[config.mk]
export PLATFORM = sky130hd
export DESIGN_NAME = multicycle_controller
export DESIGN_NICKNAME = d
export VERILOG_FILES = /design/src/rtl/multicycle_controller.sv
export SDC_FILE = /design/constraint.sdc
export NUM_CORES = 1
export LEC_CHECK = 0
export ABC_AREA = 1
export BUFFER_PORTS_ARGS = -buffer_cell sky130_fd_sc_hd__buf_2
export CELL_PAD_IN_SITES_DETAIL_PLACEMENT = 0
export CELL_PAD_IN_SITES_GLOBAL_PLACEMENT = 1
export CORE_ASPECT_RATIO = 1.1
export CORE_MARGIN = 3
export CORE_UTILIZATION = 25
export CTS_BUF_LIST = sky130_fd_sc_hd__clkbuf_8
export DETAILED_ROUTE_END_ITERATION = 10
export HOLD_SLACK_MARGIN = 0.02
export PLACE_DENSITY = 0.87
export SLEW_MARGIN = 0
export SYNTH_ARGS = -nofsm -noshare
export SYNTH_HDL_FRONTEND = slang
export SYNTH_SLANG_ARGS = --single-unit
[constraint.sdc]
create_clock -name clk -period 0.9 [get_ports clk]
set_input_delay 0.09 -clock clk [delete_from_list [all_inputs] [get_ports clk]]
set_output_delay 0.09 -clock clk [all_outputs]
set_load 0.02 [all_outputs]
[src/rtl/multicycle_controller.sv]
// -----------------------------------------------------------------------------
// multicycle_controller
//
// Moore-style main control FSM for the multicycle MIPS-subset datapath.
// It steps through fetch, decode, execute, memory and writeback, one state
// per clock. In each state it drives the datapath mux selects, the write
// enables and the 2-bit ALUOp used by the ALU decoder.
//
// Optional build macro:
//   BNE_SUPPORT_EN  - adds bne (opcode 6'h05) through state BRANCH_NE (12).
//                     When the macro is undefined, 6'h05 is illegal and
//                     code 12 is an unused state.
//
// Ports:
//   clk       in   rising-edge clock
//   reset     in   synchronous, active-high; State goes to FETCH
//   Op        in   opcode taken from the instruction register
//   Zero      in   ALU zero flag; affects PCEn only
//   MemWrite  out  data memory write enable
//   IRWrite   out  instruction register load
//   RegWrite  out  register file write enable
//   PCEn      out  PC load = PCWrite | (Branch & Zero) [| (BranchNE & ~Zero)]
//   IorD      out  memory address select (0 = PC, 1 = ALUOut)
//   RegDst    out  write register select (0 = rt, 1 = rd)
//   MemtoReg  out  writeback select (0 = ALUOut, 1 = Data)
//   ALUSrcA   out  ALU A select (0 = PC, 1 = A)
//   ALUSrcB   out  ALU B select (00 B, 01 4, 10 SignImm, 11 SignImm<<2)
//   PCSrc     out  next-PC select (00 ALUResult, 01 ALUOut, 10 jump target)
//   ALUOp     out  ALU decoder control (00 add, 01 sub, 10 funct)
//   Illegal   out  one-cycle pulse in DECODE for an unsupported opcode
//   State     out  current state code, for debug
// -----------------------------------------------------------------------------
module multicycle_controller #(
   parameter int          STATE_W  = 4,
   parameter logic [5:0]  OP_LW    = 6'h23,
   parameter logic [5:0]  OP_SW    = 6'h2B,
   parameter logic [5:0]  OP_RTYPE = 6'h00,
   parameter logic [5:0]  OP_BEQ   = 6'h04,
   parameter logic [5:0]  OP_ADDI  = 6'h08,
   parameter logic [5:0]  OP_J     = 6'h02
) (
   input  logic               clk,
   input  logic               reset,
   input  logic [5:0]         Op,
   input  logic               Zero,
   output logic               MemWrite,
   output logic               IRWrite,
   output logic               RegWrite,
   output logic               PCEn,
   output logic               IorD,
   output logic               RegDst,
   output logic               MemtoReg,
   output logic               ALUSrcA,
   output logic [1:0]         ALUSrcB,
   output logic [1:0]         PCSrc,
   output logic [1:0]         ALUOp,
   output logic               Illegal,
   output logic [STATE_W-1:0] State
);

`ifdef BNE_SUPPORT_EN
   localparam logic [5:0] OP_BNE = 6'h05;
`endif

   typedef enum logic [STATE_W-1:0] {
      S_FETCH     = STATE_W'(0),
      S_DECODE    = STATE_W'(1),
      S_MEMADR    = STATE_W'(2),
      S_MEMRD     = STATE_W'(3),
      S_MEMWB     = STATE_W'(4),
      S_MEMWR     = STATE_W'(5),
      S_EXECUTE   = STATE_W'(6),
      S_ALUWB     = STATE_W'(7),
      S_BRANCH    = STATE_W'(8),
      S_ADDIEXEC  = STATE_W'(9),
      S_ADDIWB    = STATE_W'(10),
`ifdef BNE_SUPPORT_EN
      S_JUMP      = STATE_W'(11),
      S_BRANCH_NE = STATE_W'(12)
`else
      S_JUMP      = STATE_W'(11)
`endif
   } state_t;

   state_t state_q;
   state_t state_d;

   // Internal branch/PC-write terms that are folded into PCEn.
   logic pc_write;
   logic branch;
   logic branch_ne;

   // Supported opcode check, shared by next-state and Illegal logic.
   function automatic logic op_supported(input logic [5:0] op);
      logic ok;
      ok = (op == OP_LW)   || (op == OP_SW)   || (op == OP_RTYPE) ||
           (op == OP_BEQ)  || (op == OP_ADDI) || (op == OP_J);
`ifdef BNE_SUPPORT_EN
      ok = ok || (op == OP_BNE);
`endif
      return ok;
   endfunction

   // State register
   always_ff @(posedge clk) begin
      if (reset) begin
         state_q <= S_FETCH;
      end else begin
         state_q <= state_d;
      end
   end

   // Next-state logic. Unused codes fall through to FETCH.
   always_comb begin
      state_d = S_FETCH;
      case (state_q)
         S_FETCH:    state_d = S_DECODE;
         S_DECODE: begin
            if ((Op == OP_LW) || (Op == OP_SW)) begin
               state_d = S_MEMADR;
            end else if (Op == OP_RTYPE) begin
               state_d = S_EXECUTE;
            end else if (Op == OP_BEQ) begin
               state_d = S_BRANCH;
            end else if (Op == OP_ADDI) begin
               state_d = S_ADDIEXEC;
            end else if (Op == OP_J) begin
               state_d = S_JUMP;
`ifdef BNE_SUPPORT_EN
            end else if (Op == OP_BNE) begin
               state_d = S_BRANCH_NE;
`endif
            end else begin
               // Unsupported opcode: abandon the instruction with no writes.
               state_d = S_FETCH;
            end
         end
         // Only lw and sw reach MEMADR, so anything that is not lw is a store.
         S_MEMADR:   state_d = (Op == OP_LW) ? S_MEMRD : S_MEMWR;
         S_MEMRD:    state_d = S_MEMWB;
         S_EXECUTE:  state_d = S_ALUWB;
         S_ADDIEXEC: state_d = S_ADDIWB;
         default:    state_d = S_FETCH;
      endcase
   end

   // Moore outputs, decoded from the current state only. Zero enters
   // solely through PCEn. Reset then overrides the decoded values so the
   // aborted instruction cannot write anything in the reset cycle.
   always_comb begin
      MemWrite  = 1'b0;
      IRWrite   = 1'b0;
      RegWrite  = 1'b0;
      IorD      = 1'b0;
      RegDst    = 1'b0;
      MemtoReg  = 1'b0;
      ALUSrcA   = 1'b0;
      ALUSrcB   = 2'b00;
      PCSrc     = 2'b00;
      ALUOp     = 2'b00;
      Illegal   = 1'b0;
      pc_write  = 1'b0;
      branch    = 1'b0;
      branch_ne = 1'b0;

      case (state_q)
         S_FETCH: begin
            IRWrite  = 1'b1;
            pc_write = 1'b1;
            ALUSrcB  = 2'b01;
            ALUOp    = 2'b00;
         end
         S_DECODE: begin
            ALUSrcB = 2'b11;
            ALUOp   = 2'b00;
            Illegal = ~op_supported(Op);
         end
         S_MEMADR: begin
            ALUSrcA = 1'b1;
            ALUSrcB = 2'b10;
         end
         S_MEMRD: begin
            IorD = 1'b1;
         end
         S_MEMWB: begin
            MemtoReg = 1'b1;
            RegWrite = 1'b1;
         end
         S_MEMWR: begin
            IorD     = 1'b1;
            MemWrite = 1'b1;
         end
         S_EXECUTE: begin
            ALUSrcA = 1'b1;
            ALUOp   = 2'b10;
         end
         S_ALUWB: begin
            RegDst   = 1'b1;
            RegWrite = 1'b1;
         end
         S_BRANCH: begin
            ALUSrcA = 1'b1;
            ALUOp   = 2'b01;
            PCSrc   = 2'b01;
            branch  = 1'b1;
         end
         S_ADDIEXEC: begin
            ALUSrcA = 1'b1;
            ALUSrcB = 2'b10;
         end
         S_ADDIWB: begin
            RegWrite = 1'b1;
         end
         S_JUMP: begin
            PCSrc    = 2'b10;
            pc_write = 1'b1;
         end
`ifdef BNE_SUPPORT_EN
         S_BRANCH_NE: begin
            ALUSrcA   = 1'b1;
            ALUOp     = 2'b01;
            PCSrc     = 2'b01;
            branch_ne = 1'b1;
         end
`endif
         default: begin
            // Unused codes keep every output at 0.
         end
      endcase

      PCEn = pc_write | (branch & Zero) | (branch_ne & ~Zero);

      if (reset) begin
         MemWrite = 1'b0;
         IRWrite  = 1'b0;
         RegWrite = 1'b0;
         PCEn     = 1'b0;
         Illegal  = 1'b0;
         IorD     = 1'b0;
         RegDst   = 1'b0;
         MemtoReg = 1'b0;
         ALUSrcA  = 1'b0;
         ALUSrcB  = 2'b01;
         PCSrc    = 2'b00;
         ALUOp    = 2'b00;
      end
   end

   assign State = state_q;

endmodule

Word level (Yosys, flattened, before mapping) --
Cells that the tools add are included.
Word-level totals: word-level logic and storage cells 64, bits of input ports 9, bits in registers 4
Cells by class: bitwise operators 3, reduce and logical (&&, ||, !) cells 12, multiplexer cells 32, equal/unequal tests 16
Operators by type and width (number):
- 4-bit case mux with 6 select lines | 1
- 4-bit 2-to-1 mux | 5
- 1-bit 2-to-1 mux | 19
- 4-bit by 3-bit equality test with 1-bit output, second input constant | 4
- 4-bit equality test, second input constant | 4
- 6-bit equality test, second input constant | 2
- 4-bit by 2-bit equality test with 1-bit output, second input constant | 2
- 2-bit case mux with 2 select lines | 2
- 6-bit by 2-bit equality test with 1-bit output, second input constant | 1
- 6-bit by 3-bit equality test with 1-bit output, second input constant | 1
- 6-bit by 4-bit equality test with 1-bit output, second input constant | 1
- 6-bit zero test | 1
- 2-bit 2-to-1 mux | 3
- 2-bit case mux with 3 select lines | 1
- 2-bit OR reduction | 3
- 1-bit logical OR | 5
- 4-bit by 1-bit equality test with 1-bit output, second input constant | 1
- 4-bit zero test | 1
- 4-bit OR reduction | 1
- 3-bit 2-to-1 mux | 1
- 3-bit OR reduction | 1
- 1-bit AND | 1
- 1-bit inverter | 1
- 1-bit OR | 1

Longest topological paths before layout --
Gate-level depths: netlist of the first run.
depth after elaboration 9, depth in mapped cells 9

Worst setup path after synthesis of the first run --
Ideal clock, no wire load.
path kind flip-flop to output port, start reg state_q[0], in the netlist State[0], end out Illegal, cell stages (with the launch flop) 5, data arrival time 1331 ps, setup slack -521 ps, path through dfxtp_1 -> nand2_2 -> nor2_4 -> nand3_1 -> nor3_1
Between the ends: cells in the longest elaborated chain, start to end 3
RTL lines:
- start, declared | line 85 | state_t state_q;
- start signal, assigned | line 109 | state_q <= state_d;
- 4-bit by 1-bit equality test with 1-bit output | line 166 | case (state_q)
- 1-bit 2-to-1 mux | line 166
- 1-bit 2-to-1 mux | line 233 | if (reset) begin
- end, declared | line 57 | output logic Illegal,
No other way between the ends.

Worst setup path after layout of the first run --
start reg state_q[3], in the netlist State[3], end out PCEn
Between the ends: cells in the longest elaborated chain, start to end 5
RTL lines:
- 4-bit equality test or 4-bit zero test (tied branches) | line 166
- 2-bit OR reduction (no line) or 1-bit 2-to-1 mux (tied branches)
- 1-bit 2-to-1 mux or 1-bit AND (tied branches) | line 166, 231
- 1-bit OR (*) | line 231 | PCEn = pc_write | (branch & Zero) | (branch_ne & ~Zero);
- 1-bit 2-to-1 mux (*) | line 233
- end, declared | line 49 | output logic PCEn,
Mark *: on every way between the ends. The rest lies on a longest branch, timed or not.

==> reports/summary.txt, run 1 <==
WORST SETUP PATH
-----------------------------------------------------------------------------------------
Setup CP Type                                                                  reg -> out
CP Launch Type                                                                   register
Worst-path fanout max                                                                   5
Critical Path RT                                                                   810 ps
Type of element capturing the critical path                                   output port
Data arrival time of the worst path                                               1270 ps

FINAL LAYOUT
-----------------------------------------------------------------------------------------
Fraction of final layout cells with drive strength greater than 1                   75.7%
Final-stage net count                                                                 155
Post-route cell area                                                            1220 um^2
Syn-to-layout area delta                                                             137%
Final antenna diode count                                                               0
Max reg flops                                                                           4
Final std cells w/o fill                                                              171

STA
-----------------------------------------------------------------------------------------
Period Utilization, post-route                                                       151%
Max_slew headroom                                                                   85.1%
Final critical-path setup slack                                                   -462 ps
Final critical-path required period                                               1360 ps
Setup repair after global routing missed its margin                                   yes
Worst-margin pin slew                                                              223 ps
Worst clock skew                                                                  2.59 ps
Min Hold Slack                                                                     244 ps
Number of failing hold endpoints at the final stage                                     0
Number of pins with negative max-slew slack in the final report                         0
Fmax                                                                            0.734 GHz
Final setup vio count                                                                  20

DRT
-----------------------------------------------------------------------------------------
Antenna violation net count after detailed routing                                      0
Wire length per cell                                                              10.8 um
Drt initial violations                                                                  2
Via-per-instance ratio                                                               4.50
DR vias                                                                               770
Detailed-router iteration count before antenna repair                                   4
Final Routed Wirelength                                                           1860 um
DRC Markers                                                                             0

GLOBAL ROUTE
-----------------------------------------------------------------------------------------
Antenna violations before repair                                                        0
Number of global-route vias before repair                                             765
Overflow after GRT                                                                      0
Total track usage                                                                   14.5%
Maximum number of pins on one net before global-route repair                           12
Wire length of the first global-routing pass                                      2970 um

YOSYS
-----------------------------------------------------------------------------------------
Dominant synthesized flop cell                                               sky130_fd_sc_hd__dfxtp_1
Cell count after synthesis                                                             96
Yosys top cell by area                                                       sky130_fd_sc_hd__dfxtp_1
Most area-consuming cells after synthesis                                    sky130_fd_sc_hd__dfxtp_1 (16%), sky130_fd_sc_hd__nor2_1 (14%), sky130_fd_sc_hd__nand2_1 (13%)
Synthesized net count                                                                 105
Cell with the most instances after synthesis                                 sky130_fd_sc_hd__nor2_1
Proportion of register bits with asynchronous set or reset after synthesis             0%
Cell area after synthesis                                                        513 um^2
Number of unique standard cell types used by synthesis                                 21
Flip-flop and latch count after synthesis                                               4
Sequential fraction of the synthesis area                                           15.6%
Yosys warning total                                                                     0
Top-area cell type share of the netlist area                                        15.6%
Leading post-synthesis cells by instance count                               sky130_fd_sc_hd__nor2_1 (19), sky130_fd_sc_hd__nand2_1 (18), sky130_fd_sc_hd__nand3_1 (12)
Synth Area per Inst                                                             5.34 um^2
Count of flip-flops with a built-in enable after synthesis                              0

CLOCK TREE
-----------------------------------------------------------------------------------------
Clock tree from TritonCTS                                                           built
H-tree depth                                                                            1
Clock root cell                                                              sky130_fd_sc_hd__clkbuf_8
Clock buffer depth                                                                      2
CTS clock-pin slew for the worst setup and hold paths                               30 ps
Sinks on the clock net                                                                  4
Later-pin clock latency in the skew report                                         220 ps
TritonCTS buffer count                                                                  3

PLACED DESIGN
-----------------------------------------------------------------------------------------
Post-detail-place hpwl                                                            1360 um
Number of buffers inserted by port buffering                                           27
Placed Cells                                                                          162
Area of placed instances                                                         963 um^2
Final GP Congestion                                                                 0.844

RUN
-----------------------------------------------------------------------------------------
Number of maximum-capacitance violations                                                0

POWER AND IR DROP
-----------------------------------------------------------------------------------------
Total power density per cell area                                             737 nW/um^2
Peak supply drop                                                                 0.585 mV
Static leakage power                                                             0.597 nW

WORST HOLD PATH
-----------------------------------------------------------------------------------------
Hold WC Path Type                                                               in -> reg

FLOORPLAN
-----------------------------------------------------------------------------------------
Vertical die dimension                                                            53.5 um
Starting Density                                                                    27.6%
Top Ports                                                                              28
Core area                                                                       1860 um^2
Die Footprint                                                                   2630 um^2
Placement row count                                                                    16
Horizontal die dimension                                                          49.2 um

STATUS
-----------------------------------------------------------------------------------------
Outcome                                                                      finished, violations left
Violated checks                                                              setup timing

timing repair:
item | in CTS | in global routing
hold buffers | 0 | 0
cloned | 0 | 0
endpoints found under the setup margin | 20 | 20
pin swaps | 15 | 7
resized for setup | 45 | 11
buffers inserted | 7 | 2
final cells by class:
cell class	instances	area, um^2
clock buffer	3	41.3
timing repair buffer	47	389
fill	160	644
inverter	18	82.6
sequential	4	95.1
tap	27	33.8
multi-input combinational	72	576
cell families after synthesis:
family / count (synthesis) / synth area share, %
AND/OR/NAND/NOR: 64 / 58.8
buffers and inverters: 20 / 15.9
AO/OA/AOI/OAI: 8 / 9.75
flip-flops: 4 / 15.6
metal layers:
| metal | part of all wire, % | vias to the layer above | track usage (%) | wire length, um |
|---|---|---|---|---|
| li1 | - | 391 | - | - |
| met1 | 36 | 350 | 13.5 | 665 |
| met2 | 57 | 23 | 30.1 | 1060 |
| met3 | 4.5 | 6 | 1.13 | 84 |
| met4 | 2.4 | 0 | 10.4 | 44 |
| met5 | 0 | - | 0 | 0 |
where the power goes:
part,switching (W),internal (W)
Sequential,0.0000124,0.000177
Clock,0.0000876,0.000285
Combinational,0.000183,0.000153
critical path, cell delays in order (launching register included):
cell and delay [ps]:
sky130_fd_sc_hd__dfxtp_4 370, sky130_fd_sc_hd__inv_4 50, sky130_fd_sc_hd__nor2_4 170, sky130_fd_sc_hd__buf_4 150, sky130_fd_sc_hd__nand2_4 60, sky130_fd_sc_hd__a31oi_4 130, sky130_fd_sc_hd__buf_6 130
metrics by stage:
step,power (W),setup slack (ps),TNS [ps],utilization (%)
after global placement,0.000462,-255,-3030,51.7
after detailed placement,0.000466,-278,-3310,51.7
after CTS,0.000895,-460,-6530,62.9
final,0.000897,-462,-6700,65.4
after floorplan,0.000358,-216,-1840,-
after global routing,0.000949,-526,-7780,65.4
placed cells by master (no fill, tap or decap), types with 6 or more instances in the layout:
master	count
sky130_fd_sc_hd__nand2_4	6
sky130_fd_sc_hd__nor2_1	8
sky130_fd_sc_hd__nand3_1	8
sky130_fd_sc_hd__inv_1	7
sky130_fd_sc_hd__inv_4	6
sky130_fd_sc_hd__nor2_4	13
sky130_fd_sc_hd__buf_6	15
sky130_fd_sc_hd__nand2_1	10
sky130_fd_sc_hd__buf_2	13
sky130_fd_sc_hd__buf_4	18
sky130_fd_sc_hd__nand2_2	9
path summary, 6_finish.rpt:
path              slack, ps        to  cells past startpoint     start
setup / recovery       -460      PCEn                      6  State[3]
hold / removal          240  State[3]                      3     reset
setup reg to reg       -390  State[3]                      8  State[3]
hold reg to reg         790  State[1]                      5  State[0]
No activity file was read; power rests on OpenSTA's default activity.
==> inputs of run 2 (changes only) <==
--- a/config.mk
+++ b/config.mk
@@ -5,17 +5,16 @@
 export SDC_FILE = /design/constraint.sdc
 export NUM_CORES = 1
 export LEC_CHECK = 0
-export ABC_AREA = 1
 export BUFFER_PORTS_ARGS = -buffer_cell sky130_fd_sc_hd__buf_2
 export CELL_PAD_IN_SITES_DETAIL_PLACEMENT = 0
 export CELL_PAD_IN_SITES_GLOBAL_PLACEMENT = 1
 export CORE_ASPECT_RATIO = 1.1
 export CORE_MARGIN = 3
-export CORE_UTILIZATION = 25
+export CORE_UTILIZATION = 26
 export CTS_BUF_LIST = sky130_fd_sc_hd__clkbuf_8
 export DETAILED_ROUTE_END_ITERATION = 10
 export HOLD_SLACK_MARGIN = 0.02
-export PLACE_DENSITY = 0.87
+export PLACE_DENSITY = 0.86
 export SLEW_MARGIN = 0
 export SYNTH_ARGS = -nofsm -noshare
 export SYNTH_HDL_FRONTEND = slang
==> reports/summary.txt, run 2 <==
GLOBAL ROUTE
-----------------------------------------------------------------------------------------
Maximum number of pins on one net before global-route repair                            9   -3
Wire length of the first global-routing pass                                      3480 um   +17%
Overflow after GRT                                                                      0   unchanged
Total track usage                                                                   19.8%   +5.2 points
Number of global-route vias before repair                                             798   +4.3%
Antenna violations before repair                                                        0   unchanged

YOSYS
-----------------------------------------------------------------------------------------
Proportion of register bits with asynchronous set or reset after synthesis             0%   unchanged
Count of flip-flops with a built-in enable after synthesis                              0   unchanged
Most area-consuming cells after synthesis                                    sky130_fd_sc_hd__dfxtp_1 (16%), sky130_fd_sc_hd__nor2_1 (13%), sky130_fd_sc_hd__nor3_1 (8.9%)
Compound-Gate Fraction of Synth Area                                                22.8%   +13 points
Multiplexer area fraction after synthesis                                              0%   unchanged
Cell with the most instances after synthesis                                 sky130_fd_sc_hd__nor2_1
Yosys top cell by area                                                       sky130_fd_sc_hd__dfxtp_1
Main combinational cell family by area after synthesis                       simple AND/OR/NAND/NOR gates
Synth Area in Simple Gates                                                          50.0%   -8.8 points
Number of unique standard cell types used by synthesis                                 29   +38%
Yosys warning total                                                                     0   unchanged
Cell count after synthesis                                                             76   -21%
Fraction of the mapped netlist area in adder cells                                     0%   unchanged
Synthesized-area fraction occupied by xor and xnor cells                            6.93%   +6.9 points
Sequential fraction of the synthesis area                                           15.8%   +0.23 points
Synth Area per Inst                                                             6.65 um^2   +24%
Leading post-synthesis cells by instance count                               sky130_fd_sc_hd__nor2_1 (17), sky130_fd_sc_hd__nor3_1 (9), sky130_fd_sc_hd__nand2b_1 (5)
Flip-flop and latch count after synthesis                                               4   unchanged
Top-area cell type share of the netlist area                                        15.8%   +0.23 points
Dominant synthesized flop cell                                               sky130_fd_sc_hd__dfxtp_1
Synthesized net count                                                                  85   -19%
Cell area after synthesis                                                        505 um^2   -1.5%

DRT
-----------------------------------------------------------------------------------------
Detailed-router iteration count before antenna repair                                   4   unchanged
DRC Markers                                                                             0   unchanged
DR vias                                                                               847   +10%
Drt initial violations                                                                 16   +14
Wire length per cell                                                              16.7 um   +54%
Final Routed Wirelength                                                           2640 um   +42%
Antenna violation net count after detailed routing                                      0   unchanged
Via-per-instance ratio                                                               5.36   +19%

FINAL LAYOUT
-----------------------------------------------------------------------------------------
Final-stage net count                                                                 151   -2.6%
Syn-to-layout area delta                                                             183%
Fillcell total                                                                        115   -28%
Leading cell type in the layout, fill and taps excluded                      sky130_fd_sc_hd__buf_6
Most used cells in the layout excluding fill and tap cells                   sky130_fd_sc_hd__buf_6 (35), sky130_fd_sc_hd__buf_4 (22), sky130_fd_sc_hd__buf_2 (8)
Final std cells w/o fill                                                              158   -7.6%
Max reg flops                                                                           4   unchanged
Final antenna diode count                                                               0   unchanged
Fraction of final layout cells with drive strength greater than 1                   80.0%   +4.3 points

POWER AND IR DROP
-----------------------------------------------------------------------------------------
Share of power burned in combinational logic                                        41.3%   +3.9 points
Total power density per cell area                                             684 nW/um^2   -7.2%
Static leakage power                                                             0.574 nW   -4.0%
Internal power                                                                 0.000672 W   +9.5%
Net Sw Power                                                                   0.000307 W   +8.4%
Peak supply drop                                                                 0.673 mV   +15%
Share of total power in sequential cells                                            19.7%   -1.4 points
Share of total power in the clock network                                           39.0%   -2.5 points
Sw frac                                                                             31.3%   -0.21 points
Post-layout total power                                                        0.000979 W   +9.1%

STA
-----------------------------------------------------------------------------------------
Number of pins with negative max-slew slack in the final report                         0   unchanged
Period Utilization, post-route                                                       157%   +5.3 points
Number of failing hold endpoints at the final stage                                     0   unchanged
Max_slew headroom                                                                   52.8%   -32 points
Worst-margin pin slew                                                              702 ps   +479 ps
Final critical-path setup slack                                                   -509 ps   -47.7 ps
Final setup vio count                                                                  23   +15%
Setup repair after global routing missed its margin                                   yes
Worst clock skew                                                                  5.27 ps   +2.68 ps
Setup TNS after final layout                                                     -8490 ps   -1800 ps
Fmax                                                                            0.710 GHz   -3.4%
Final critical-path required period                                               1410 ps   +47.7 ps
Min Hold Slack                                                                     189 ps   -54.3 ps

CLOCK TREE
-----------------------------------------------------------------------------------------
Later-pin clock latency in the skew report                                         220 ps   about the same
Cts hold-fix bufs                                                                       0   unchanged
Clock buffer depth                                                                      2   unchanged
Clock root cell                                                              sky130_fd_sc_hd__clkbuf_8
TritonCTS buffer count                                                                  3   unchanged
Clock tree from TritonCTS                                                           built
Sinks on the clock net                                                                  4   unchanged
H-tree depth                                                                            1   unchanged
CTS clock-pin slew for the worst setup and hold paths                               30 ps   about the same

FLOORPLAN
-----------------------------------------------------------------------------------------
Top Ports                                                                              28   unchanged
Core area                                                                       1800 um^2   -3.2%
Placement row count                                                                    16   unchanged
Starting Density                                                                    28.1%   +0.50 points
Die Footprint                                                                   2510 um^2   -4.6%
Vertical die dimension                                                            52.2 um   -2.4%
Horizontal die dimension                                                          48.0 um   -2.3%

WORST SETUP PATH
-----------------------------------------------------------------------------------------
Worst-case register-to-register setup slack                                       -410 ps   -20 ps
CP Launch Type                                                                   register
FF-to-FF Start                                                                   State[1]
Worst-path fanout max                                                                   7   +2
Endpoint of the worst register-to-register path                                  State[0]
Type of element capturing the critical path                                   output port
CP Launch Point                                                                  State[1]
Capturing element of the worst setup path                                            IorD
Cell count of the worst reg-to-reg path                                                 2   -6
Setup CP Type                                                                  reg -> out
Critical Path RT                                                                   810 ps   about the same
Data arrival time of the worst path                                               1320 ps   +50 ps

PLACED DESIGN
-----------------------------------------------------------------------------------------
Placed Cells                                                                          143   -12%
Final GP Congestion                                                                 0.805   -4.7%
Place WS                                                                          -649 ps   -371 ps
Number of buffers inserted by port buffering                                           27   unchanged
Post-detail-place hpwl                                                            1340 um   -1.6%

RUN
-----------------------------------------------------------------------------------------
Number of maximum-capacitance violations                                                0   unchanged

STATUS
-----------------------------------------------------------------------------------------
Violated checks                                                              setup timing
Outcome                                                                      finished, violations left

WORST HOLD PATH
-----------------------------------------------------------------------------------------
Hold WC Path Type                                                               in -> reg

-- run 2: cell types whose count changed after synthesis, moves of 3 or more --
cell,change
sky130_fd_sc_hd__nand2b_1,+5
sky130_fd_sc_hd__nor2b_1,+3
sky130_fd_sc_hd__nand2_2,-6
sky130_fd_sc_hd__nor3_1,+8
sky130_fd_sc_hd__nand3_1,-9
sky130_fd_sc_hd__inv_1,-11
sky130_fd_sc_hd__nand2_1,-18
sky130_fd_sc_hd__inv_2,-4
sky130_fd_sc_hd__nor2_2,-5
-- run 2: what timing repair did --
item                       4_1_cts  5_1_grt
pin swaps                       14       13
gates resized for setup         73       20
setup endpoints to repair       23       23
buffers inserted                 7        7
-- run 2: per-layer routing --
layer	wire length [um]	GRT usage, %
met1	909	19.4
met2	1530	38.1
met3	104	1.72
met4	89	9.87
met5	0	0
-- run 2: kinds of logic (layout without fill, tap and decap cells) --
group / Yosys count / count (layout)
AND/OR/NAND/NOR: 47 / 47
AO/OA/AOI/OAI: 15 / 15
flip-flops: 4 / 4
buffers and inverters: 6 / 70
XOR/XNOR: 4 / 4
-- run 2: worst max-delay path: stages (launching register included) --
cell and delay (ps):
sky130_fd_sc_hd__dfxtp_4 370, sky130_fd_sc_hd__buf_6 140, sky130_fd_sc_hd__buf_4 130, sky130_fd_sc_hd__xnor2_1 140, sky130_fd_sc_hd__nor3_2 140, sky130_fd_sc_hd__buf_4 170
-- run 2: area by class of cell --
class / instances / area (um^2) / area share, %
Inverter: 1 / 3.75 / 0.262
Clock buffer: 3 / 41.3 / 2.88
Multi-Input combinational cell: 66 / 649 / 45.4
Timing Repair Buffer: 66 / 619 / 43.3
Tap cell: 18 / 22.5 / 1.57
Sequential cell: 4 / 95.1 / 6.64
-- run 2: power by group through the flow --
stage               Sequential [W]  Combinational (W)  Clock, W
floorplan                 0.000199           0.000165         0
global placement          0.000198           0.000281         0
detailed placement        0.000197           0.000286         0
CTS                       0.000191           0.000362  0.000389
global route              0.000195           0.000430  0.000405
finish                    0.000193           0.000404  0.000382
-- run 2: worst min-delay path by stage --
stage | slack, ps | start | to | depth (start not counted)
2_1_floorplan | 280 | Op[2] | State[1] | 3
3_3_place_gp | 450 | Op[5] | State[1] | 4
3_5_place_dp | 450 | Op[5] | State[1] | 4
4_1_cts | 170 | Op[5] | State[1] | 4
5_1_grt | 220 | Op[5] | State[1] | 4
6_report | 190 | Op[5] | State[1] | 4
-- run 2: through the flow --
| stage | utilization [%] | instance area, um^2 |
|---|---|---|
| after global placement | 53.0 | 955 |
| after CTS | 72.2 | 1300 |
| after global routing | 79.4 | 1430 |
| after detailed placement | 53.0 | 955 |
| final | 79.4 | 1430 |
| after floorplan | - | 622 |
==> inputs of run 3 (changes only) <==
--- a/config.mk
+++ b/config.mk
@@ -5,15 +5,16 @@
 export SDC_FILE = /design/constraint.sdc
 export NUM_CORES = 1
 export LEC_CHECK = 0
+export ABC_AREA = 1
 export BUFFER_PORTS_ARGS = -buffer_cell sky130_fd_sc_hd__buf_2
 export CELL_PAD_IN_SITES_DETAIL_PLACEMENT = 0
-export CELL_PAD_IN_SITES_GLOBAL_PLACEMENT = 1
+export CELL_PAD_IN_SITES_GLOBAL_PLACEMENT = 2
 export CORE_ASPECT_RATIO = 1.1
 export CORE_MARGIN = 3
-export CORE_UTILIZATION = 26
+export CORE_UTILIZATION = 18
 export CTS_BUF_LIST = sky130_fd_sc_hd__clkbuf_8
 export DETAILED_ROUTE_END_ITERATION = 10
-export HOLD_SLACK_MARGIN = 0.02
+export HOLD_SLACK_MARGIN = 0.05
 export PLACE_DENSITY = 0.86
 export SLEW_MARGIN = 0
 export SYNTH_ARGS = -nofsm -noshare
==> reports/summary.txt, run 3 (synthesized netlist as in run 1, its figures left out) <==
WORST HOLD PATH
--------------------------------------------------------------------------------
Hold WC Path Type                                                      in -> reg
Hold-critical path depth                                                       4   unchanged
Hold Crit Start                                                            reset
Hold endpoint                                                           State[2]

DRT
--------------------------------------------------------------------------------
Via-per-instance ratio                                                      4.33   -19%
Antenna violation net count after detailed routing                             0   unchanged
Drt initial violations                                                         9   -7
DR vias                                                                      757   -11%
Detailed-router iteration count before antenna repair                          4   unchanged
DRC Markers                                                                    0   unchanged
Final Routed Wirelength                                                  1940 um   -26%
Wire length per cell                                                     11.1 um   -34%

FINAL LAYOUT
--------------------------------------------------------------------------------
Final-stage net count                                                        155   +2.6%
Fillcell total                                                               271   +140%
Max reg flops                                                                  4   unchanged
Most used cells in the layout excluding fill and tap cells          sky130_fd_sc_hd__buf_4 (21), sky130_fd_sc_hd__buf_2 (15), sky130_fd_sc_hd__nor2_4 (12)
Area used by multi-input combinational logic                            556 um^2   -14%
Final antenna diode count                                                      0   unchanged
Post-route cell area                                                   1180 um^2   -17%
Fraction of final layout cells with drive strength greater than 1          74.3%   -5.7 points
Leading cell type in the layout, fill and taps excluded             sky130_fd_sc_hd__buf_4
Sequential Area                                                        95.1 um^2   unchanged
Syn-to-layout area delta                                                    130%

PLACED DESIGN
--------------------------------------------------------------------------------
Final GP Congestion                                                        0.751   -6.6%
Post-detail-place hpwl                                                   1510 um   +13%
Area of placed instances                                                961 um^2   +0.66%
Number of buffers inserted by port buffering                                  27   unchanged
Place WS                                                                 -285 ps   +363 ps

GLOBAL ROUTE
--------------------------------------------------------------------------------
Maximum number of pins on one net before global-route repair                  14   +5
Total track usage                                                          11.3%   -8.4 points
Most heavily used metal layer in global routing                             met2
GR Util met3                                                              0.826%   -0.89 points
Met1 layer usage reported by global route                                  12.2%   -7.2 points
Overflow after GRT                                                             0   unchanged
Met2 demand-to-capacity share in global routing                            23.5%   -15 points
Wire length of the first global-routing pass                             3150 um   -9.7%
Antenna violations before repair                                               0   unchanged
Number of global-route vias before repair                                    713   -11%

CLOCK TREE
--------------------------------------------------------------------------------
Sinks on the clock net                                                         4   unchanged
Clock root cell                                                     sky130_fd_sc_hd__clkbuf_8
Clock buffer depth                                                             2   unchanged
TritonCTS buffer count                                                         3   unchanged
Cts hold-fix bufs                                                              0   unchanged
CTS clock-pin slew for the worst setup and hold paths                      30 ps   about the same
Later-pin clock latency in the skew report                                220 ps   about the same
Clock tree from TritonCTS                                                  built
H-tree depth                                                                   1   unchanged

FLOORPLAN
--------------------------------------------------------------------------------
Vertical die dimension                                                   62.0 um   +19%
Starting Density                                                           19.6%   -8.4 points
Horizontal die dimension                                                 56.9 um   +18%
Top Ports                                                                     28   unchanged
Core area                                                              2620 um^2   +45%
Die Footprint                                                          3530 um^2   +41%
Placement row count                                                           19   +3

STATUS
--------------------------------------------------------------------------------
Violated checks                                                     setup timing
Outcome                                                             finished, violations left

STA
--------------------------------------------------------------------------------
Min Hold Slack                                                            232 ps   +42.4 ps
Final critical-path setup slack                                          -453 ps   +56.5 ps
Setup repair after global routing missed its margin                          yes
Period Utilization, post-route                                              150%   -6.3 points
Final setup vio count                                                         20   -13%
Fmax                                                                   0.739 GHz   +4.2%
Worst clock skew                                                         4.50 ps   -0.771 ps
Number of failing hold endpoints at the final stage                            0   unchanged
Setup TNS after final layout                                            -6610 ps   +1890 ps
Worst-margin pin slew                                                     259 ps   -443 ps
Final critical-path required period                                      1350 ps   -56.5 ps
Number of pins with negative max-slew slack in the final report                0   unchanged
Max_slew headroom                                                          82.7%   +30 points

WORST SETUP PATH
--------------------------------------------------------------------------------
Type of element capturing the critical path                          output port
Worst-path fanout max                                                          5   -2
Endpoint of the worst register-to-register path                         State[3]
Cell count of the worst reg-to-reg path                                        8   +6
Critical Path RT                                                          810 ps   about the same
CP Launch Type                                                          register
Worst-case register-to-register setup slack                              -400 ps   about the same
Data arrival time of the worst path                                      1260 ps   -60 ps
Setup CP Type                                                         reg -> out
FF-to-FF Start                                                          State[3]

POWER AND IR DROP
--------------------------------------------------------------------------------
Peak supply drop                                                        0.451 mV   -33%
Static leakage power                                                    0.570 nW   -0.66%
Total power density per cell area                                    748 nW/um^2   +9.4%
Post-layout total power                                               0.000884 W   -9.7%

RUN
--------------------------------------------------------------------------------
Number of maximum-capacitance violations                                       0   unchanged

run 3: cell count changes in the layout (fill, tap and decap cells not counted), moves of 7 or more:
cell | previous run | this run
sky130_fd_sc_hd__nand2_2 | 0 | 9
sky130_fd_sc_hd__nand2_1 | 0 | 11
sky130_fd_sc_hd__buf_2 | 8 | 15
sky130_fd_sc_hd__nand3_1 | 3 | 10
sky130_fd_sc_hd__buf_6 | 35 | 10
sky130_fd_sc_hd__inv_1 | 0 | 7
run 3: area by class of cell:
type	count	share of cell area (%)
multi-input combinational	72	47.0
timing repair buffer	47	30.9
sequential	4	8.05
inverter	18	7.20
clock buffer	3	3.50
tap	31	3.28
run 3: per-stage QoR:
step                util (%)  cells
detailed placement      36.7    165
global route            45.2    175
floorplan                  -     96
finish                  45.2    175
CTS                     43.2    172
global placement        36.7    165
run 3: critical path, cell delays in order (launching register included):
cell	delay (ps)
sky130_fd_sc_hd__dfxtp_4	370
sky130_fd_sc_hd__inv_4	50
sky130_fd_sc_hd__nor2_4	160
sky130_fd_sc_hd__nand2_2	90
sky130_fd_sc_hd__nand2_2	80
sky130_fd_sc_hd__nor2_2	40
sky130_fd_sc_hd__a21oi_2	100
sky130_fd_sc_hd__buf_4	150
run 3: how the worst max path moves through the flow:
stage / from / slack [ps] / endpoint
after floorplan: State[3] / -220 / Illegal
after global placement: State[1] / -280 / State[1]
after detailed placement: State[1] / -290 / State[1]
after CTS: State[3] / -480 / ALUSrcA
after global routing: State[3] / -540 / ALUSrcA
final: State[3] / -450 / ALUSrcA
run 3: metal layers:
metal  vias up  wire length (um)
met3         4               107
met4         0                32
met1       337               698
met5         -                 0
met2        24              1100
li1        392                 -
run 3: where the power goes:
part / switching [W] / internal [W] / total, W / leakage (nW)
Combinational: 0.000177 / 0.000142 / 0.000319 / 0.513
Sequential: 0.0000126 / 0.000177 / 0.000189 / 0.0355
Clock: 0.0000904 / 0.000285 / 0.000375 / 0.0216
Total: 0.000280 / 0.000604 / 0.000884 / 0.570
run 3: what timing repair did:
item	CTS	global route
resized for setup	34	11
pin swaps	12	5
endpoints found under the setup margin	19	20
buffers inserted	5	4
hold endpoints to repair	0	0
